==> src/rtl/or4_sweep_gen.sv <==
// Sweep generator and response checker wrapped around a four-input OR gate.
// Drives {outA,outB,outC,outD} through patterns 0..15, holding each pattern for
// DIV clocks. On the last hold cycle of each pattern it compares the gate
// output sumIn against the expected OR and counts mismatches, saturating at 255.
// Ports:
//   clk, rst        - clock and synchronous active-high reset
//   start           - sweep request, honoured only in IDLE or DONE
//   continuous      - 1: wrap 15->0 and keep sweeping; 0: stop after pattern 15
//   sumIn           - output of the gate under test
//   outA..outD      - gate stimulus (outA is the MSB of the pattern)
//   busy, done      - status flags
//   errCount        - mismatch count for the current run
// Every output decodes registered state only, so no input reaches an output
// combinationally.
module or4_sweep_gen #(
  parameter int unsigned DIV = 4
) (
  input  logic       clk,
  input  logic       rst,
  input  logic       start,
  input  logic       continuous,
  input  logic       sumIn,
  output logic       outA,
  output logic       outB,
  output logic       outC,
  output logic       outD,
  output logic       busy,
  output logic       done,
  output logic [7:0] errCount
);

  // The divider needs at least one bit, even when DIV is 1.
  localparam int unsigned     DW       = (DIV > 1) ? $clog2(DIV) : 1;
  localparam logic [DW-1:0]   DIV_LAST = DW'(DIV - 1);

  typedef enum logic [1:0] {
    IDLE = 2'd0,
    RUN  = 2'd1,
    DONE = 2'd2
  } state_t;

  state_t        state_q, state_d;
  logic [3:0]    pat_q,   pat_d;
  logic [DW-1:0] div_q,   div_d;
  logic [7:0]    err_q,   err_d;

  logic last_hold;
  logic expected;

  assign last_hold = (div_q == DIV_LAST);
  assign expected  = |pat_q;

  always_comb begin
    state_d = state_q;
    pat_d   = pat_q;
    div_d   = div_q;
    err_d   = err_q;

    case (state_q)
      IDLE, DONE: begin
        if (start) begin
          state_d = RUN;
          pat_d   = 4'd0;
          div_d   = '0;
          err_d   = 8'd0;
        end
      end

      RUN: begin
        div_d = div_q + 1'b1;
        if (last_hold) begin
          div_d = '0;
          if ((sumIn != expected) && (err_q != 8'hFF)) begin
            err_d = err_q + 8'd1;
          end
          // Pattern 15 naturally wraps to 0, which is also what a continuous
          // sweep needs; a one-shot sweep leaves RUN at the same edge.
          pat_d = pat_q + 4'd1;
          if ((pat_q == 4'hF) && !continuous) begin
            state_d = DONE;
          end
        end
      end

      default: begin
        state_d = IDLE;
        pat_d   = 4'd0;
        div_d   = '0;
        err_d   = 8'd0;
      end
    endcase
  end

  always_ff @(posedge clk) begin
    if (rst) begin
      state_q <= IDLE;
      pat_q   <= 4'd0;
      div_q   <= '0;
      err_q   <= 8'd0;
    end else begin
      state_q <= state_d;
      pat_q   <= pat_d;
      div_q   <= div_d;
      err_q   <= err_d;
    end
  end

  assign {outA, outB, outC, outD} = (state_q == RUN) ? pat_q : 4'd0;
  assign busy     = (state_q == RUN);
  assign done     = (state_q == DONE);
  assign errCount = err_q;

endmodule

==> config.mk <==
export PLATFORM = sky130hd
export DESIGN_NAME = or4_sweep_gen
export DESIGN_NICKNAME = d
export VERILOG_FILES = /design/src/rtl/or4_sweep_gen.sv
export SDC_FILE = /design/constraint.sdc
export NUM_CORES = 1
export LEC_CHECK = 0
export CORE_MARGIN = 5
export CORE_UTILIZATION = 40
export CTS_CLUSTER_DIAMETER = 150
export DETAILED_ROUTE_END_ITERATION = 7
export PLACE_DENSITY = 0.65
export SKIP_CTS_REPAIR_TIMING = 1
export SYNTH_ARGS = -nofsm -noshare
export SYNTH_HDL_FRONTEND = slang
export SYNTH_SLANG_ARGS = --single-unit
export TNS_END_PERCENT = 20
==> constraint.sdc <==
create_clock -name clk -period 1.8 [get_ports clk]
set_clock_uncertainty 0.05 [all_clocks]
set_input_delay 0.36 -clock clk [delete_from_list [all_inputs] [get_ports clk]]
set_output_delay 0.36 -clock clk [all_outputs]
set_load 0.01 [all_outputs]
==> impl_metrics.tcl <==
set metrics [dict create \
    maxCapViolCount 0 \
    worst_hold_slack_ns 0.448 \
    io_pins 19 \
    ys_types 35 \
    die_y_um 57.5 \
    ys_seq_area_frac 0.356 \
    rsz0062_at_grt "no" \
    insertion_delay_ns 0.29 \
    cellPowerDensity_nw_per_um2 588 \
    die_x_um 57.5 \
    critical_path.max_fanout 6 \
    seq_power_share 0.498 \
    crit_path_end_kind "output pin" \
    grt_pass1_wl_mm 3.48 \
    num-fill-cells 193 \
    arrival_ns 1.28 \
    p_int_w 0.000547 \
    synth_xor_xnor_area_share 0.0472 \
    required_ns 1.39 \
    maxSlewViolCount 0 \
    clock-sinks 16 \
    worst_pin_slew_ns 0.247 \
    critPathMaxStageDelay_ns 0.57 \
    timing_hold_violations_final 0 \
    fp.coreArea_um2 2190 \
    p_leak_nw 0.603 \
    htreeDepth 1 \
    port_buffers 18 \
    synth-adder-area-share 0.0556 \
    cts_tree "built" \
    path_cells "clkdlybuf4s50_1" \
    n_antenna_cell 0 \
    die_area_um2 3300 \
    maxSlewHeadroom 0.835 \
    ir_drop_uv 385 \
    drive_gt1_frac 0.215 \
    synth_compound_area_frac 0.203 \
    utilization 0.567 \
    crit_slowest_cell "clkdlybuf4s50_1" \
    hp-class "reg -> reg" \
    grt_pass1_vias 788 \
    grt_max_degree 10 \
    nets 145 \
    yosys_warnings 0 \
    overflow 0 \
    syn_area_per_cell_um2 8.58 \
    synth_top_family_by_area "simple AND/OR/NAND/NOR gates" \
    status "finished clean" \
    fmax_mhz 592 \
    drtAntennaViolNets 0 \
    num_vias 826 \
    drtIter0Drc 12 \
    comb_power_share 0.175 \
    tns_ns 0 \
    place_ws_ns -0.108 \
    ctsRootBufferMaster "clkbuf_4" \
    fin_crit_sh 0.938 \
    fin_crit_ns 1.69 \
    path_buf_inv 1 \
    regArea_um2 325 \
    initial_core_util 0.411 \
    yosysTopAreaCellShare 0.356 \
    finalWeightedCongestion 0.843 \
    synth_area_leaders "dfxtp_1 36%, nor2_1 6.7%, ha_1 5.6%, a21oi_1 4.4%, nand2_1 3.3%" \
    detail_route.wl_per_cell_um 11.9 \
    grt_antenna_before_repair 0 \
    yosys.area_share.simple 0.293 \
    dp_hpwl_mm 1.57 \
    layout_setup_ws_ns 0.111 \
    post-route-drc-count 0 \
    setup_viol 0 \
    yosysTopAreaCell "dfxtp_1" \
    rows 17 \
    switching_share 0.250 \
    drt_first_pass_iters 5 \
    area_delta_synth_final_pct 37.8 \
    vias_per_cell 5.07 \
    power_frac_clock 0.327 \
    power_switching_w 0.000183 \
    clock_path_buffers 2 \
    numCtsBuffers 3 \
    syn_inst 105 \
    placedInstanceArea_um2 1180 \
    crit_type "reg -> out" \
    clk_pin_slew_ns 0.10 \
    path_delay_family "buffers and inverters" \
    routed_wl_mm 1.95 \
    ys_seq_elements 16 \
    synth_nets 114 \
    design_area_um2 1240 \
    startpoint_type "flop" \
    multi_input_area_um2 563 \
    synth_mux_area_frac 0.0167 \
    syn_area_um2 901 \
    grt_usage 0.130 \
]
[synth_stat cells, drive strengths merged]
library cell / instances
dfxtp: 16
nor2: 16
a21oi: 9
nand2: 8
nand3: 6
ha: 4
nand2b: 4
o21ai: 4
and2: 3
and3: 3
inv: 3
nand4: 3
nor3: 3
o221a: 3
a31oi: 2
nor3b: 2
o21a: 2
o31ai: 2
or2: 2
xnor2: 2
xor2: 2
a211o: 1
a211oi: 1
and2b: 1
buf: 1
clkbuf: 1
mux2: 1
[cell families (layout without fill, tap and decap cells)]
| kind of cell | count (synthesis) | count (layout) |
|---|---|---|
| and+or+nand+nor | 51 | 51 |
| xor gates and xnor gates | 4 | 4 |
| buffers and inverters | 5 | 35 |
| DFF | 16 | 16 |
| AOI/OAI and AO/OA | 24 | 24 |
| adders and majority gates | 4 | 4 |
| muxes | 1 | 1 |
[registers in the layout (all words and copies together), names as in the netlist]
signal    flops
state_q       2
errCount      8
div_q         2
pat_q         4
[final cells by class]
type / instances / area share
multi-input cells: 84 / 0.454
clock buffers: 4 / 0.0292
well taps: 28 / 0.0282
flip-flops and latches: 16 / 0.262
repair buffers: 28 / 0.218
inverters: 3 / 0.00907
[stage by stage]
stage                     total power (W)  cells
after floorplan                  0.000449    105
after global placement           0.000499    159
after detailed placement         0.000500    159
after CTS                        0.000744    163
after global routing             0.000773    163
final                            0.000730    163
[power groups by stage]
stage	Sequential [W]	Clock (W)	Combinational, W
6_report	0.000364	0.000239	0.000128
5_1_grt	0.000364	0.000267	0.000142
4_1_cts	0.000363	0.000251	0.000129
3_5_place_dp	0.000372	0	0.000128
3_3_place_gp	0.000372	0	0.000127
2_1_floorplan	0.000373	0	0.0000762
[path summary, 6_finish.rpt]
check / start / endpoint / slack [ns] / cells past startpoint
worst max-delay path: errCount[4] / errCount[4] / 0.11 / 1
worst min-delay path: errCount[0] / errCount[0] / 0.45 / 2
worst max register to register: pat_q[0] / errCount[7] / 0.16 / 8
worst min register to register: errCount[0] / errCount[0] / 0.45 / 2
[layer usage]
layer	vias up	part of all wire	global-route usage
met2	17	0.49	0.226
met1	374	0.45	0.156
met4	0	0.0072	0.0199
met5	-	0	0
met3	2	0.052	0.0475
li1	433	-	-
[cells in the final DEF (no fill, tap or decap), drive strengths merged, types with 6 or more instances in the layout]
cell type,netlist,routed
nand3,6,6
dlymetal6s2s,0,6
clkdlybuf4s50,0,12
nand2,8,8
dfxtp,16,16
buf,1,10
a21oi,9,9
nor2,16,16
Power figures use the tool's default switching activity.
==> RTL edit 1, RTL diff (same settings) <==
The 3 states of `state_t` get a one-hot encoding in 3 bits.
--- a/src/rtl/or4_sweep_gen.sv
+++ b/src/rtl/or4_sweep_gen.sv
@@ -33,10 +33,10 @@
   localparam int unsigned     DW       = (DIV > 1) ? $clog2(DIV) : 1;
   localparam logic [DW-1:0]   DIV_LAST = DW'(DIV - 1);
 
-  typedef enum logic [1:0] {
-    IDLE = 2'd0,
-    RUN  = 2'd1,
-    DONE = 2'd2
+  typedef enum logic [2:0] {
+    IDLE = 3'b001,
+    RUN  = 3'b010,
+    DONE = 3'b100
   } state_t;
 
   state_t        state_q, state_d;
Formal check against the unedited RTL: no difference found for any inputs over 10 cycles, from zero or initial values and one cycle with rst high; not proved beyond that.
==> RTL edit 1 against the unedited design <==
The run now ends with setup timing left; count of clock-buffer cells in the layout unchanged; wire length increased by 44%; cell area increased by 17%; non-clock buffer count increased by 16; worst setup slack got worse by 0.17 ns; total power decreased by 5.0%; sequential cell count increased by 1; register-to-register slack got worse by 0.22 ns; synthesized area increased by 11%; critical endpoint is now errCount[3].
==> RTL edit 1: results <==
{
  "status": "complete, but fails checks",
  "violations": "setup timing",
  "grt_use_total": 0.175,
  "seq_area_frac_synth": 0.339,
  "grt_max_degree": 12,
  "timing.rr.end": "errCount[3]",
  "worstPathArrival_ns": 2.05,
  "clock_latency_ns": 0.29,
  "synth_flop_cell": "dfxtp_1",
  "place_hpwl_mm": 2.17,
  "p_switching_uw": 177,
  "place_ws_ns": -0.204,
  "postRouteAntennaNets": 0,
  "setup_viol": 4,
  "final_cell_count_no_fill": 199,
  "tns_ns": -0.0955,
  "grt_use_met1": 0.213,
  "dpl_cell_area_um2": 1380,
  "synth.avg_cell_area_um2": 7.96,
  "synth_compound_area_frac": 0.188,
  "netlist_top_cells_count": "dfxtp_1 (17), nor2_1 (13), nand2_1 (11)",
  "hold_end": "div_q[1]",
  "synthTopCellsByArea": "dfxtp_1 (34%), ha_1 (5.0%), nor2_1 (4.9%), nand2_1 (4.1%), nand3_1 (3.5%)",
  "worstHoldPathCells": 2,
  "antenna_found_initial": 0,
  "timing.rr.start": "state_q[1]",
  "routed_wl_mm": 2.80,
  "worst_slack_ns": -0.0581,
  "hp-class": "register to register",
  "antenna_cells": 0,
  "slew_headroom": 0.761,
  "path_clk_slew_ns": 0.10,
  "ir_worst_vdd_mv": 0.322,
  "largest_register_ffs": 8,
  "cp_max_fo": 6,
  "synth_fa_ha_area_frac": 0.0499,
  "nNetsFinal": 179,
  "grt_pass1_vias": 1083,
  "leakagePower_nw": 0.576,
  "synth_xor_area_frac": 0.0175,
  "min_from": "div_q[1]",
  "cts_made_buffers": 3,
  "async_reset_ff_frac": 0,
  "drt-initial-drc-count": 42,
  "synthMuxAreaShare": 0.0112,
  "r2r_cells": 5,
  "synth_nets": 135,
  "cts.path.max_buffers": 2,
  "met3_usage": 0.0346,
  "htreeDepth": 1,
  "drive_gt1_frac": 0.284,
  "via_per_inst": 5.45,
  "dp.cells": 193,
  "first_pass_iters": 4,
  "hold_ws_ns": 0.476,
  "grt.met2_usage": 0.299,
  "routabilityCongestion": 0.847,
  "grt_first_pass_wirelength_mm": 4.74,
  "synth_cell_types": 40
}
-- RTL edit 1: logic make-up after synthesis --
kind of cell	Yosys count
mux	1
simple gates	64
compound gates	28
xor+xnor	2
fa+ha+maj	4
flops	17
buf+inv	10
-- RTL edit 1: cell type report --
class	instances	area, um2
repair buffers	44	363
fillers	246	982
clock buffers	4	26.3
flip-flops and latches	17	343
well taps	30	37.5
multi-input cells	99	657
inverters	5	23.8
-- RTL edit 1: critical path, stage by stage, from the launching register on --
cell and delay (ns):
dfxtp_2 0.35, or3b_4 0.44, buf_4 0.19, or3_1 0.31
or4_1 0.40, nand3_1 0.08
-- RTL edit 1: worst max-delay path by stage --
stage / startpoint / end / slack [ns] / depth (start not counted)
2_1_floorplan: pat_q[0] / errCount[2] / 0.01 / 7
3_3_place_gp: state_q[1] / outB / -0.19 / 4
3_5_place_dp: sumIn / errCount[3] / -0.20 / 5
4_1_cts: state_q[1] / outB / -0.55 / 4
5_1_grt: state_q[1] / errCount[3] / -0.13 / 5
6_report: state_q[1] / errCount[3] / -0.06 / 5
-- RTL edit 1: metal layers --
layer / vias up / wire length (um)
li1: 564 / -
met4: 0 / 20
met1: 502 / 1260
met3: 2 / 92
met5: - / 0
met2: 16 / 1430
-- RTL edit 1: power groups by stage --
stage | logic (mW) | clock network (mW) | registers (mW)
after floorplan | 0.0402 | 0 | 0.395
after global placement | 0.0911 | 0 | 0.393
after detailed placement | 0.0923 | 0 | 0.393
after CTS | 0.0928 | 0.220 | 0.384
after global routing | 0.107 | 0.237 | 0.386
final | 0.0972 | 0.211 | 0.385
==> RTL edit 2, RTL diff (same settings) <==
Made on the original files. The parameter `DIV` goes from 4 to 8.
--- a/src/rtl/or4_sweep_gen.sv
+++ b/src/rtl/or4_sweep_gen.sv
@@ -13,7 +13,7 @@
 // Every output decodes registered state only, so no input reaches an output
 // combinationally.
 module or4_sweep_gen #(
-  parameter int unsigned DIV = 4
+  parameter int unsigned DIV = 8
 ) (
   input  logic       clk,
   input  logic       rst,
Function: changed (a bounded check fails within 10 cycles, from zero or initial values and one cycle with rst high).
==> RTL edit 2 against the unedited design <==
The run now ends with setup timing left; combinational power is 9% lower; wire length grew 16%; sequential cell count rose by 1; total power is 2.9% lower; cell area rose by 9.3%; synthesized area is 12% higher; non-clock buffer count up 3; worst setup slack worse by 0.23 ns; register-to-register slack worse by 0.08 ns; synthesized cell count up 4.8%.
==> RTL edit 2: results <==
{
  "status": "complete, but fails checks",
  "violations": "setup timing",
  "yosys_warnings": 0,
  "crit_path_max_incr_delay_ns": 0.53,
  "cp-endpoint": "outB",
  "fill_cells": 242,
  "nNetsFinal": 154,
  "p_switching_uw": 186,
  "timing.rr.end": "errCount[2]",
  "cp_max_fo": 4,
  "timing.rr.start": "errCount[1]",
  "routed-via-count": 895,
  "ir_worst_vdd_mv": 0.436,
  "hold_end": "pat_q[1]",
  "drive_gt1_frac": 0.238,
  "grt_max_degree": 11,
  "grt_use_total": 0.143,
  "synth_nets": 120,
  "dp.cells": 169,
  "cts-root-buf": "clkbuf_4",
  "r2r_cells": 5,
  "path_clk_slew_ns": 0.11,
  "routabilityCongestion": 0.820,
  "slew_headroom": 0.750,
  "synth_compound_area_frac": 0.222,
  "critical-path-top-delay-family": "buffers and inverters",
  "synth_cell_types": 43,
  "synth_xor_area_frac": 0.0421,
  "r2r_slack_ns": 0.08,
  "seq_area_frac_synth": 0.337,
  "place_hpwl_mm": 1.77,
  "synth.avg_cell_area_um2": 9.19,
  "leakagePower_nw": 0.591,
  "min_from": "pat_q[1]",
  "drt-initial-drc-count": 30,
  "synthTopCellsByArea": "dfxtp_1 (34%), ha_1 (6.2%), nor2_1 (5.6%), a31oi_2 (5.0%), nand3_1 (3.0%)",
  "routed_wl_mm": 2.25,
  "synthMuxAreaShare": 0.00990,
  "worstPathArrival_ns": 1.51,
  "grt_first_pass_wirelength_mm": 3.87,
  "setup_viol": 1,
  "netlist_top_cells_count": "dfxtp_1 (17), nor2_1 (15), nand2_1 (8)",
  "first_pass_iters": 4,
  "grt_pass1_vias": 879,
  "via_per_inst": 5.17,
  "hold_ws_ns": 0.462,
  "crit_start": "state_q[1]",
  "worst_slack_ns": -0.117,
  "antenna_cells": 0,
  "synth_fa_ha_area_frac": 0.0619,
  "slowest_stage": "clkdlybuf4s50_1"
}
## RTL edit 2: power groups by stage
stage | combinational [mW] | sequential [mW] | clock [mW]
after floorplan | 0.0689 | 0.394 | 0
after global placement | 0.116 | 0.394 | 0
after detailed placement | 0.117 | 0.394 | 0
after CTS | 0.117 | 0.386 | 0.217
after global routing | 0.129 | 0.386 | 0.237
final | 0.117 | 0.386 | 0.207
## RTL edit 2: kinds of logic after synthesis
kind of cell,Yosys count
muxes,1
buffers and inverters,9
DFF,17
adders and majority gates,5
xor gates and xnor gates,4
and+or+nand+nor,51
AOI/OAI and AO/OA,23
## RTL edit 2: final cells by class
| type | instances | area (um2) | share of cell area |
|---|---|---|---|
| timing repair buffer | 31 | 290 | 0.214 |
| sequential | 17 | 343 | 0.253 |
| multi-input combinational | 84 | 633 | 0.467 |
| inverter | 7 | 26.3 | 0.0194 |
| tap | 30 | 37.5 | 0.0277 |
| clock buffer | 4 | 26.3 | 0.0194 |
## RTL edit 2: routing by layer
metal	share of wire	track usage	up-vias	wire length (um)
met2	0.48	0.221	24	1090
met5	0	0	-	0
li1	-	-	461	-
met4	0.012	0.0665	0	27
met3	0.055	0.0367	2	123
met1	0.45	0.183	408	1020
## RTL edit 2: stage by stage
step           worst slack, ns  cell area [um2]  TNS [ns]
2_1_floorplan            0.176             1010         0
3_3_place_gp           -0.0659             1320    -0.459
3_5_place_dp            -0.115             1320    -0.818
4_1_cts                 -0.166             1340    -0.748
5_1_grt                 -0.197             1360    -0.279
6_report                -0.117             1360    -0.117
## RTL edit 2: worst min-delay path, cell delays in order (launching register included)
cell	delay [ns]
dfxtp_1	0.35
nand2_1	0.07
a21oi_1	0.05
